## config.mk

```make
export PLATFORM = sky130hd
export DESIGN_NAME = mem_stage_flat
export DESIGN_NICKNAME = d
export VERILOG_FILES = /design/src/rtl/mips_pkg.sv /design/src/rtl/mem_stage_if.sv /design/src/rtl/mem_stage_reg_w.sv /design/src/rtl/mem_stage.sv /design/src/flat_wrapper.sv
export SDC_FILE = /design/constraint.sdc
export NUM_CORES = 1
export LEC_CHECK = 0
export CORE_MARGIN = 2
export CORE_UTILIZATION = 41
export DETAILED_ROUTE_END_ITERATION = 8
export PLACE_DENSITY = 0.78
export SLEW_MARGIN = 20
export SYNTH_ARGS = -nofsm -noshare
export SYNTH_HDL_FRONTEND = slang
export SYNTH_SLANG_ARGS = --single-unit
```

## constraint.sdc

```tcl
create_clock -name clk -period 2.6 [get_ports clk]
set_input_delay 0.52 -clock clk [delete_from_list [all_inputs] [get_ports clk]]
set_output_delay 0.52 -clock clk [all_outputs]
set_load 0.05 [all_outputs]
```

## src/rtl/mips_pkg.sv

```systemverilog
`default_nettype none
// ============================================================================
// Module      : mips_pkg
// Description : Shared types for the MEM stage: FSM states, MEM/WB entry.
// Revision    : 1.0  initial release
// ============================================================================
package mips_pkg;

    localparam int C_TIMEOUT_DEFAULT = 16;

    typedef enum logic [0:0] {
        IDLE = 1'b0,
        WAIT = 1'b1
    } state_t;

    // One MEM/WB pipeline entry as presented to the writeback stage.
    typedef struct packed {
        logic        syscall;
        logic        regwrite;
        logic        memtoreg;
        logic        align_err;
        logic        bus_err;
        logic [31:0] readdata;
        logic [31:0] aluout;
        logic [31:0] instr;
        logic [4:0]  writereg;
    } memwb_t;

endpackage
`default_nettype wire

```

## src/rtl/mem_stage_if.sv

```systemverilog
`default_nettype none
// ============================================================================
// Module      : mem_stage_if
// Description : Data-bus handshake between the MEM stage and data memory.
// Revision    : 1.0  initial release
// ============================================================================
interface mem_stage_if;

    logic        mem_req;
    logic        mem_we;
    logic [31:0] mem_addr;
    logic [31:0] mem_wdata;
    logic [31:0] mem_rdata;
    logic        mem_ack;

    modport master (
        output mem_req,
        output mem_we,
        output mem_addr,
        output mem_wdata,
        input  mem_rdata,
        input  mem_ack
    );

    modport slave (
        input  mem_req,
        input  mem_we,
        input  mem_addr,
        input  mem_wdata,
        output mem_rdata,
        output mem_ack
    );

endinterface
`default_nettype wire

```

## src/rtl/mem_stage_reg_w.sv

```systemverilog
`default_nettype none
// ============================================================================
// Module      : reg_w
// Description : MEM/WB pipeline register with load and bubble controls.
// Revision    : 1.0  initial release
// ============================================================================
module reg_w
    import mips_pkg::*;
(
    input  wire logic   clk,
    input  wire logic   rst_n,
    input  wire logic   load,
    input  wire logic   bubble,
    input  wire memwb_t d,
    output memwb_t      q
);

    memwb_t r_q;

    // A bubble only clears the control bits; data fields keep stale values.
    always_ff @(posedge clk or negedge rst_n) begin
        if (!rst_n) begin
            r_q <= '0;
        end else if (load) begin
            r_q <= d;
        end else if (bubble) begin
            r_q.syscall   <= 1'b0;
            r_q.regwrite  <= 1'b0;
            r_q.memtoreg  <= 1'b0;
            r_q.align_err <= 1'b0;
            r_q.bus_err   <= 1'b0;
        end
    end

    assign q = r_q;

endmodule
`default_nettype wire

```

## src/rtl/mem_stage.sv

```systemverilog
`default_nettype none
// ============================================================================
// Module      : mem_stage
// Description : MIPS MEM stage: data-bus access FSM with alignment check,
//               bus timeout and MEM/WB output register.
// Revision    : 1.0  initial release
// ============================================================================
module mem_stage
    import mips_pkg::*;
#(
    parameter int TIMEOUT = C_TIMEOUT_DEFAULT
) (
    input  wire logic        clk,
    input  wire logic        rst_n,
    input  wire logic        syscall_m,
    input  wire logic        regwrite_m,
    input  wire logic        memtoreg_m,
    input  wire logic        memwrite_m,
    input  wire logic [31:0] aluout_m,
    input  wire logic [31:0] writedata_m,
    input  wire logic [4:0]  writereg_m,
    input  wire logic [31:0] instr_m,
    output logic             stall_m,
    mem_stage_if.master      bus,
    output logic             syscall_w,
    output logic             regwrite_w,
    output logic             memtoreg_w,
    output logic [31:0]      readdata_w,
    output logic [31:0]      aluout_w,
    output logic [31:0]      instr_w,
    output logic [4:0]       writereg_w,
    output logic             align_err_w,
    output logic             bus_err_w
);

    localparam logic [7:0] C_CNT_LAST = 8'(TIMEOUT - 1);

    state_t      r_state;
    state_t      w_state_next;
    logic [7:0]  r_cnt;
    logic [7:0]  w_cnt_next;

    logic        r_mem_req;
    logic        r_mem_we;
    logic [31:0] r_mem_addr;
    logic [31:0] r_mem_wdata;

    logic        w_access;
    logic        w_aligned;
    logic        w_timeout;
    logic        w_issue;
    logic        w_finish;
    logic        w_stall;
    logic        w_load;
    logic        w_bubble;
    memwb_t      w_entry;
    memwb_t      w_q;

    assign w_access  = memwrite_m | memtoreg_m;
    assign w_aligned = (aluout_m[1:0] == 2'b00);
    assign w_timeout = (r_cnt == C_CNT_LAST);

    always_ff @(posedge clk or negedge rst_n) begin
        if (!rst_n) begin
            r_state <= IDLE;
            r_cnt   <= '0;
        end else begin
            r_state <= w_state_next;
            r_cnt   <= w_cnt_next;
        end
    end

    always_comb begin
        w_state_next      = r_state;
        w_cnt_next        = r_cnt;
        w_issue           = 1'b0;
        w_finish          = 1'b0;
        w_stall           = 1'b0;
        w_load            = 1'b0;
        w_bubble          = 1'b0;
        w_entry           = '0;
        w_entry.syscall   = syscall_m;
        w_entry.regwrite  = regwrite_m;
        w_entry.memtoreg  = memtoreg_m;
        w_entry.aluout    = aluout_m;
        w_entry.instr     = instr_m;
        w_entry.writereg  = writereg_m;

        case (r_state)
            IDLE: begin
                if (w_access && w_aligned) begin
                    w_issue      = 1'b1;
                    w_stall      = 1'b1;
                    w_bubble     = 1'b1;
                    w_cnt_next   = '0;
                    w_state_next = WAIT;
                end else begin
                    w_load = 1'b1;
                    // Misaligned access retires without touching the bus.
                    if (w_access) begin
                        w_entry.regwrite  = 1'b0;
                        w_entry.memtoreg  = 1'b0;
                        w_entry.align_err = 1'b1;
                    end
                end
            end
            WAIT: begin
                // Ack takes priority over a timeout in the same cycle.
                if (bus.mem_ack) begin
                    w_finish         = 1'b1;
                    w_load           = 1'b1;
                    w_entry.readdata = memtoreg_m ? bus.mem_rdata : 32'h0;
                    w_cnt_next       = '0;
                    w_state_next     = IDLE;
                end else if (w_timeout) begin
                    w_finish         = 1'b1;
                    w_load           = 1'b1;
                    w_entry.regwrite = 1'b0;
                    w_entry.memtoreg = 1'b0;
                    w_entry.bus_err  = 1'b1;
                    w_cnt_next       = '0;
                    w_state_next     = IDLE;
                end else begin
                    w_stall    = 1'b1;
                    w_bubble   = 1'b1;
                    w_cnt_next = r_cnt + 8'd1;
                end
            end
            default: begin
                w_state_next = IDLE;
            end
        endcase
    end

    always_ff @(posedge clk or negedge rst_n) begin
        if (!rst_n) begin
            r_mem_req   <= 1'b0;
            r_mem_we    <= 1'b0;
            r_mem_addr  <= '0;
            r_mem_wdata <= '0;
        end else if (w_issue) begin
            r_mem_req   <= 1'b1;
            r_mem_we    <= memwrite_m;
            r_mem_addr  <= aluout_m;
            r_mem_wdata <= writedata_m;
        end else if (w_finish) begin
            r_mem_req   <= 1'b0;
            r_mem_we    <= 1'b0;
        end
    end

    assign bus.mem_req   = r_mem_req;
    assign bus.mem_we    = r_mem_we;
    assign bus.mem_addr  = r_mem_addr;
    assign bus.mem_wdata = r_mem_wdata;

    // Hazard unit must see no freeze while the stage is held in reset.
    assign stall_m = rst_n & w_stall;

    reg_w u_reg_w (
        .clk    (clk),
        .rst_n  (rst_n),
        .load   (w_load),
        .bubble (w_bubble),
        .d      (w_entry),
        .q      (w_q)
    );

    assign syscall_w   = w_q.syscall;
    assign regwrite_w  = w_q.regwrite;
    assign memtoreg_w  = w_q.memtoreg;
    assign readdata_w  = w_q.readdata;
    assign aluout_w    = w_q.aluout;
    assign instr_w     = w_q.instr;
    assign writereg_w  = w_q.writereg;
    assign align_err_w = w_q.align_err;
    assign bus_err_w   = w_q.bus_err;

endmodule
`default_nettype wire

```

## src/flat_wrapper.sv

```systemverilog
// flat-port wrapper written by rule: the top's interface ports become plain ports
module mem_stage_flat import mips_pkg::*;
#(
    parameter int TIMEOUT = C_TIMEOUT_DEFAULT
)
  (clk, rst_n, syscall_m, regwrite_m, memtoreg_m, memwrite_m, aluout_m, writedata_m, writereg_m, instr_m, stall_m, syscall_w, regwrite_w, memtoreg_w, readdata_w, aluout_w, instr_w, writereg_w, align_err_w, bus_err_w, bus_mem_req, bus_mem_we, bus_mem_addr, bus_mem_wdata, bus_mem_rdata, bus_mem_ack);
  mem_stage_if bus_i ();
  input  wire logic clk;
  input  wire logic rst_n;
  input  wire logic syscall_m;
  input  wire logic regwrite_m;
  input  wire logic memtoreg_m;
  input  wire logic memwrite_m;
  input  wire logic [31:0] aluout_m;
  input  wire logic [31:0] writedata_m;
  input  wire logic [4:0] writereg_m;
  input  wire logic [31:0] instr_m;
  output logic stall_m;
  output logic syscall_w;
  output logic regwrite_w;
  output logic memtoreg_w;
  output logic [31:0] readdata_w;
  output logic [31:0] aluout_w;
  output logic [31:0] instr_w;
  output logic [4:0] writereg_w;
  output logic align_err_w;
  output logic bus_err_w;
  output wire logic [$bits(bus_i.mem_req)-1:0] bus_mem_req;
  output wire logic [$bits(bus_i.mem_we)-1:0] bus_mem_we;
  output wire logic [$bits(bus_i.mem_addr)-1:0] bus_mem_addr;
  output wire logic [$bits(bus_i.mem_wdata)-1:0] bus_mem_wdata;
  input wire logic [$bits(bus_i.mem_rdata)-1:0] bus_mem_rdata;
  input wire logic [$bits(bus_i.mem_ack)-1:0] bus_mem_ack;
  assign bus_mem_req = bus_i.mem_req;
  assign bus_mem_we = bus_i.mem_we;
  assign bus_mem_addr = bus_i.mem_addr;
  assign bus_mem_wdata = bus_i.mem_wdata;
  assign bus_i.mem_rdata = bus_mem_rdata;
  assign bus_i.mem_ack = bus_mem_ack;
  mem_stage #(.TIMEOUT(TIMEOUT)) u_core (.clk(clk), .rst_n(rst_n), .syscall_m(syscall_m), .regwrite_m(regwrite_m), .memtoreg_m(memtoreg_m), .memwrite_m(memwrite_m), .aluout_m(aluout_m), .writedata_m(writedata_m), .writereg_m(writereg_m), .instr_m(instr_m), .stall_m(stall_m), .bus(bus_i), .syscall_w(syscall_w), .regwrite_w(regwrite_w), .memtoreg_w(memtoreg_w), .readdata_w(readdata_w), .aluout_w(aluout_w), .instr_w(instr_w), .writereg_w(writereg_w), .align_err_w(align_err_w), .bus_err_w(bus_err_w));
endmodule
```

==> key figures, run 1 <==
Timing
  • Final Hold Viols: 0
  • Fin Clk Skew: 0.00819 ns
  • Peak Freq: 399 MHz
  • Pins Over Slew Limit: 0
  • Period utilization: 96.4%
  • Final worst setup slack: 0.0928 ns
  • Hold Slack: 0.127 ns
  • Setup_tns: 0 ns
  • Slew headroom: 52.3%
  • Crit path time final: 2.51 ns
  • Slew @ Worst Pin: slightly above 0.7 ns
  • Final-report setup violation count: 0

Logic synthesis
  • Fraction of registers with async set/reset: between 90% and 100%
  • Number of flops mapped to enable cells by yosys: 0
  • Area contributors post-synth: dfrtp_1 67%, mux2_2 21%, a22o_1 4.3%, mux2_4 1.3%, buf_2 1.3%
  • Cells after Synth: roughly 430
  • Post-synthesis sequential area ratio: 66.8%
  • Yosys Warn Count: 0
  • Count leader, synth: dfrtp_1
  • #FFs+latches synth: 181
  • Cell variety after synth: 31
  • Post-synth top area share: roughly 67%
  • Post-Syn Area per Cell: 15.9 sq um
  • Syn_nets: 567
  • Post-synth top flop: dfrtp_1
  • Cell taking the most area after synthesis: dfrtp_1
  • Cell Area, Synth: 6780 sq um
  • Top cells by count, synth: 181 x dfrtp_1, 125 x mux2_2, 33 x a22o_1, 17 x buf_2, 10 x o21ai_0

Final layout
  • Area Overhead vs Synth: 59.5%
  • N_diodes: 0
  • Util after Layout: 66.2%
  • Layout cells sized above 1: 23.9%
  • Nets: 885
  • Multi-input gate area: about 2100 sq um
  • Fill cell total of the finished layout: ~1200
  • Register area: 4530 sq um

Setup path
  • Crit path buf inv count: 2
  • Critical Path Fanout Max: 7
  • Slowest cell delay on critical path: 0.47 ns
  • Worst EP arrival: about 2.0 ns
  • Reg-to-Reg End: u_core.u_reg_w.q[44]
  • Worst setup EP type: primary output
  • Crit start category: flip-flop
  • Worst Path Required: 2.08 ns
  • R2R Setup Slk: 0.57 ns
  • Top cell family by delay on the critical path: simple AND/OR/NAND/NOR gates
  • Critical-path cell with the highest stage delay: dfrtp_1
  • Worst Setup Path Type: flip-flop to primary output
  • CP cell instances: nor4_4 > a21oi_4 > nor2_4 > inv_2 > and2_1 > buf_12
  • Critical R2R Launch: u_core.r_cnt[5]
  • Reg2Reg Depth: 5

Detailed routing
  • Routed Antenna Nets: 0
  • Via count: 4788
  • Final Routed Wirelength: 18100 um
  • DRT Pass-1 Iters: 4
  • Drt drc: 0
  • DR WL/cell: 18.6 um
  • DRC marker count from the first detailed-route iteration: 191
  • Via density: 4.90

Power and ir drop
  • Worst IR drop on VDD: between 0.4 and 0.5 mV
  • Power, Total: 0.00911 W
  • Pleak: 4.57 nW
  • Power Density: approximately 840 nW/um^2

Clock tree
  • Number of H-tree levels: 4
  • TritonCTS clock tree: yes
  • CTS sink cnt: around 180
  • Skew-Pair Late Insertion Delay: about 0.42 ns
  • CTS buffer count: 17
  • Clock transition at path regs: 0.07 ns
  • Root Buffer: clkbuf_16
  • Maximum buffer depth of the clock tree: 2

Place
  • HPWL Detailed: about 13000 um
  • Port-buffer cells: 312
  • RePlAce Congestion: 0.808
  • Setup WS pre-CTS: about 0.11 ns

Die
  • Chip Height: 133 um
  • Die ar.: 17600 sq um
  • Placeable Area: approximately 16000 sq um
  • # IOs: 313
  • Die width: 133 um
  • Site Rows: between 40 and 50
  • Starting Density: 41.5%

GRT
  • First-pass GRT wire length: 28700 um
  • Gr ovfl total: 0
  • Initial antenna violation count: 0
  • Largest net degree at the start of global routing: 90
  • Vias in the first global route: 5290
  • All-Layer GR Usage: about a fifth

Worst hold path
  • HP Class: primary input to async pin

Run status
  • Run status: completed

Run
  • Count of max-cap constraint violations: 0
==> cell type report <==
class,instances,share of cell area (%)
clock inverters,10,1.10
inverters,3,0.104
flip-flops and latches,181,41.9
well taps,220,2.54
repair buffers,322,30.1
clock buffers,22,4.38
multi-input cells,219,19.9
==> routing by layer <==
layer | global-route usage, % | vias up | wire length [um]
met4 | 10.2 | 0 | 725
met2 | 35.2 | 192 | 9330
li1 | - | 2173 | -
met5 | 0 | - | 0
met1 | 24.4 | 2372 | 6910
met3 | 6.44 | 51 | 1190
==> per-stage QoR <==
stage               cell area [sq um]  std cells
floorplan                        6780        426
global placement                10200        945
detailed placement              10200        945
CTS                             10800        977
global route                    10800        977
finish                          10800        977
==> worst max path at each step <==
stage                     from  endpoint  slack, ns  cells past startpoint
2_1_floorplan  u_core.r_cnt[0]   stall_m       0.02                      8
3_3_place_gp       aluout_m[1]   stall_m       0.14                      6
3_5_place_dp        memwrite_m   stall_m       0.11                      7
4_1_cts        u_core.r_cnt[5]   stall_m       0.02                      6
5_1_grt        u_core.r_cnt[5]   stall_m      -0.03                      6
6_report       u_core.r_cnt[5]   stall_m       0.09                      6
==> power by group <==
part           internal [W]  switching, W  total (W)
Combinational       0.00120       0.00193    0.00313
Clock               0.00150       0.00105    0.00255
Sequential          0.00321      0.000218    0.00343
Total               0.00591       0.00320    0.00911
==> worst register-to-register path, cell delays in order (launching register included) <==
cell     delay, ns
dfrtp_1       0.47
nor4_4        0.42
a21oi_4       0.11
nor2_4        0.16
buf_12        0.30
mux2_2        0.46
==> cell usage in the layout, fill, tap and decap left out, types with 3 or more instances in the layout <==
cell and n:
clkdlybuf4s50_1 310, dfrtp_1 181, mux2_2 125, a22o_1 33, clkbuf_16 17, o21ai_0 10
mux2_4 6, buf_4 6, nor2_1 5, a21oi_1 5, buf_12 5, nor2b_1 4
and3_1 4, nand2_1 4, nand2b_1 3, clkbuf_8 3, clkinvlp_4 3
==> state kept, by name, indices dropped and copies added (netlist names) <==
signal / count
u_core.bus.mem_wdata: 32
u_core.bus.mem_req: 1
u_core.bus.mem_we: 1
u_core.r_state: 1
u_core.u_reg_w.q: 106
u_core.bus.mem_addr: 32
u_core.r_cnt: 8
==> cell families after synthesis <==
family                   synth area share, %
flip-flops                              66.8
multiplexers                            22.2
AO/OA/AOI/OAI                           5.92
AND/OR/NAND/NOR                         3.04
buffers and inverters                   1.86
adder cells (fa/ha/maj)                0.184
==> repair_timing <==
item                       in CTS  in global routing
setup buffers                   0                  0
hold buffers                    0                  0
gates resized for setup         0                  4
hold endpoints to repair        0                  0
setup endpoints to repair       0                  1
(Power assumes the default switching activity.)
==> inputs of run 2 (changes only) <==
Settings changed: REMOVE_ABC_BUFFERS from default to 1.
==> run 2 against run 1 <==
  * Clock skew down 0.0011 ns
  * Clock power down 5%
  * Clock-buffer cell count down 2
  * Total power down 1.7%
  * Utilization down 0.36 points
  * Maximum frequency up 1.5%
  * Largest power group unchanged
==> key figures, run 2 (same netlist as run 1, synthesis figures left out) <==
Power and ir drop
  • Clock power frac: 26.9% (-1.1 points)
  • Reg power frac: 38.2% (+0.5 points)
  • Pleak: 4.54 nW (-0.61%)
  • Power Density: 833 nW/um^2 (-1.1%)
  • Comb pwr share: 34.9% (+0.6 points)
  • Switching pwr: 0.00321 W (+0.28%)
  • Switching share of power: 35.8% (+0.69 points)
  • P_int: 0.00575 W (-2.7%)
  • Power, Total: 0.00896 W (-1.7%)
  • Worst IR drop on VDD: 0.474 mV (+13%)

Clock tree
  • Clock transition at path regs: 0.06 ns (about the same)
  • Skew-Pair Late Insertion Delay: 0.42 ns (about the same)
  • TritonCTS clock tree: yes
  • CTS buffer count: 17 (unchanged)
  • Number of H-tree levels: 4 (unchanged)
  • Maximum buffer depth of the clock tree: 2 (unchanged)
  • CTS sink cnt: 181 (unchanged)
  • Root Buffer: clkbuf_16

Timing
  • Peak Freq: 405 MHz (+1.5%)
  • Final Hold Viols: 0 (unchanged)
  • Crit path time final: 2.47 ns (-0.0368 ns)
  • Fin Clk Skew: 0.00713 ns (-0.00107 ns)
  • Slew @ Worst Pin: 0.803 ns (+0.0874 ns)
  • Final worst setup slack: 0.130 ns (+0.0368 ns)
  • Slew headroom: 46.5% (-5.8 points)
  • Hold Slack: 0.481 ns (+0.354 ns)
  • Pins Over Slew Limit: 0 (unchanged)
  • Final-report setup violation count: 0 (unchanged)
  • Period utilization: 95.0% (-1.4 points)
  • RSZ-0062 raised after global routing: no

GRT
  • First-pass GRT wire length: 27900 um (-2.6%)
  • Vias in the first global route: 5222 (-1.3%)
  • Largest net degree at the start of global routing: 109 (+21%)
  • Initial antenna violation count: 0 (unchanged)
  • All-Layer GR Usage: 20.4% (-0.55 points)
  • Gr ovfl total: 0 (unchanged)

Setup path
  • Critical R2R Launch: u_core.r_cnt[5]
  • Worst setup EP type: primary output
  • Critical Path Fanout Max: 5 (-2)
  • Worst EP arrival: 1.95 ns (-0.04 ns)
  • Reg-to-Reg End: u_core.u_reg_w.q[42]
  • Worst Path Required: 2.08 ns (about the same)
  • Reg2Reg Depth: 5 (unchanged)
  • Crit start category: primary input
  • Worst Setup Path Type: primary input to primary output
  • R2R Setup Slk: 0.59 ns (+0.02 ns)

Detailed routing
  • DRT Pass-1 Iters: 4 (unchanged)
  • DRC marker count from the first detailed-route iteration: 152 (-20%)
  • Via density: 4.93 (+0.65%)
  • Via count: 4819 (+0.65%)
  • Final Routed Wirelength: 17600 um (-2.8%)
  • Drt drc: 0 (unchanged)
  • DR WL/cell: 18.1 um (-2.8%)
  • Routed Antenna Nets: 0 (unchanged)

Final layout
  • Nets: 885 (unchanged)
  • Commonest non-fill, non-tap cell in the layout: clkdlybuf4s50_1
  • Leading cell types in the layout, fill and taps excluded: 310 x clkdlybuf4s50_1, 181 x dfrtp_1, 125 x mux2_2
  • Fill cell total of the finished layout: 1230 (-0.24%)
  • Area Overhead vs Synth: 58.6%
  • Layout cells sized above 1: 23.8% (-0.13 points)
  • Final instance area: 10800 sq um (-0.54%)
  • Multi-input gate area: 2150 sq um (unchanged)
  • Largest register FFs: 106 (unchanged)
  • Fin cells: 977 (unchanged)
  • Register area: 4530 sq um (unchanged)
  • N_diodes: 0 (unchanged)

Run status
  • Run status: completed

Die
  • Die ar.: 17600 sq um (unchanged)
  • Starting Density: 41.5% (unchanged)
  • Site Rows: 47 (unchanged)
  • Die width: 133 um (unchanged)
  • Placeable Area: 16300 sq um (unchanged)
  • Chip Height: 133 um (unchanged)
  • # IOs: 313 (unchanged)

Place
  • Setup WS pre-CTS: 0.142 ns (+0.0299 ns)
  • HPWL Detailed: 12900 um (-2.5%)
  • Dpl cell area: 10200 sq um (-0.32%)
  • Port-buffer cells: 312 (unchanged)
  • Post-Place Cells: 944 (-0.11%)
  • RePlAce Congestion: 0.768 (-4.9%)

Worst hold path
  • HP Class: primary input to async pin

Run
  • Count of max-cap constraint violations: 0 (unchanged)
[run 2: worst max path at each step]
| stage | start | to | slack [ns] | cells past startpoint |
|---|---|---|---|---|
| after detailed placement | bus_mem_ack | stall_m | 0.14 | 7 |
| after global placement | aluout_m[1] | stall_m | 0.16 | 6 |
| after global routing | u_core.r_cnt[5] | stall_m | 0.03 | 6 |
| final | bus_mem_ack | stall_m | 0.13 | 7 |
| after floorplan | aluout_m[1] | stall_m | -2.66 | 4 |
| after CTS | u_core.r_cnt[0] | stall_m | 0.02 | 7 |
[run 2: through the flow]
step,TNS (ns),utilization (%)
after floorplan,-220.73,-
after global placement,0,62.2
after detailed placement,0,62.2
after CTS,0,65.7
after global routing,0,65.8
final,0,65.8
[run 2: cell type report]
type	count	share of cell area [%]
Clock buffer	20	4.15
Clock inverter	12	0.988
Inverter	3	0.105
Multi-Input combinational cell	219	20.0
Sequential cell	181	42.1
Tap cell	220	2.56
Timing Repair Buffer	322	30.1
[run 2: repair_timing]
item | CTS | global route
buffers inserted | 0 | 0
setup endpoints to repair | 0 | 1
hold buffers | 1 | 0
resized for setup | 0 | 5
hold endpoints to repair | 8 | 0
[run 2: critical path, cell delays in order]
cell and delay, ns:
clkdlybuf4s50_1 0.54, nand2b_1 0.28, a21oi_4 0.06, nor2_4 0.16, inv_2 0.06, and2_1 0.16, buf_6 0.15
[run 2: per-layer routing]
metal	GRT usage (%)	share of wire [%]	vias to the layer above
met2	35.9	52	218
met3	8.16	8.7	33
met5	0	0	-
li1	-	-	2170
met1	21.8	37	2398
met4	8.18	2.5	0
[run 2: power groups by stage]
stage / logic [W] / registers, W / clock network (W)
floorplan: 0.000497 / 0.00485 / 0
global placement: 0.00310 / 0.00345 / 0
detailed placement: 0.00315 / 0.00347 / 0
CTS: 0.00316 / 0.00343 / 0.00247
global route: 0.00324 / 0.00347 / 0.00259
finish: 0.00313 / 0.00342 / 0.00241
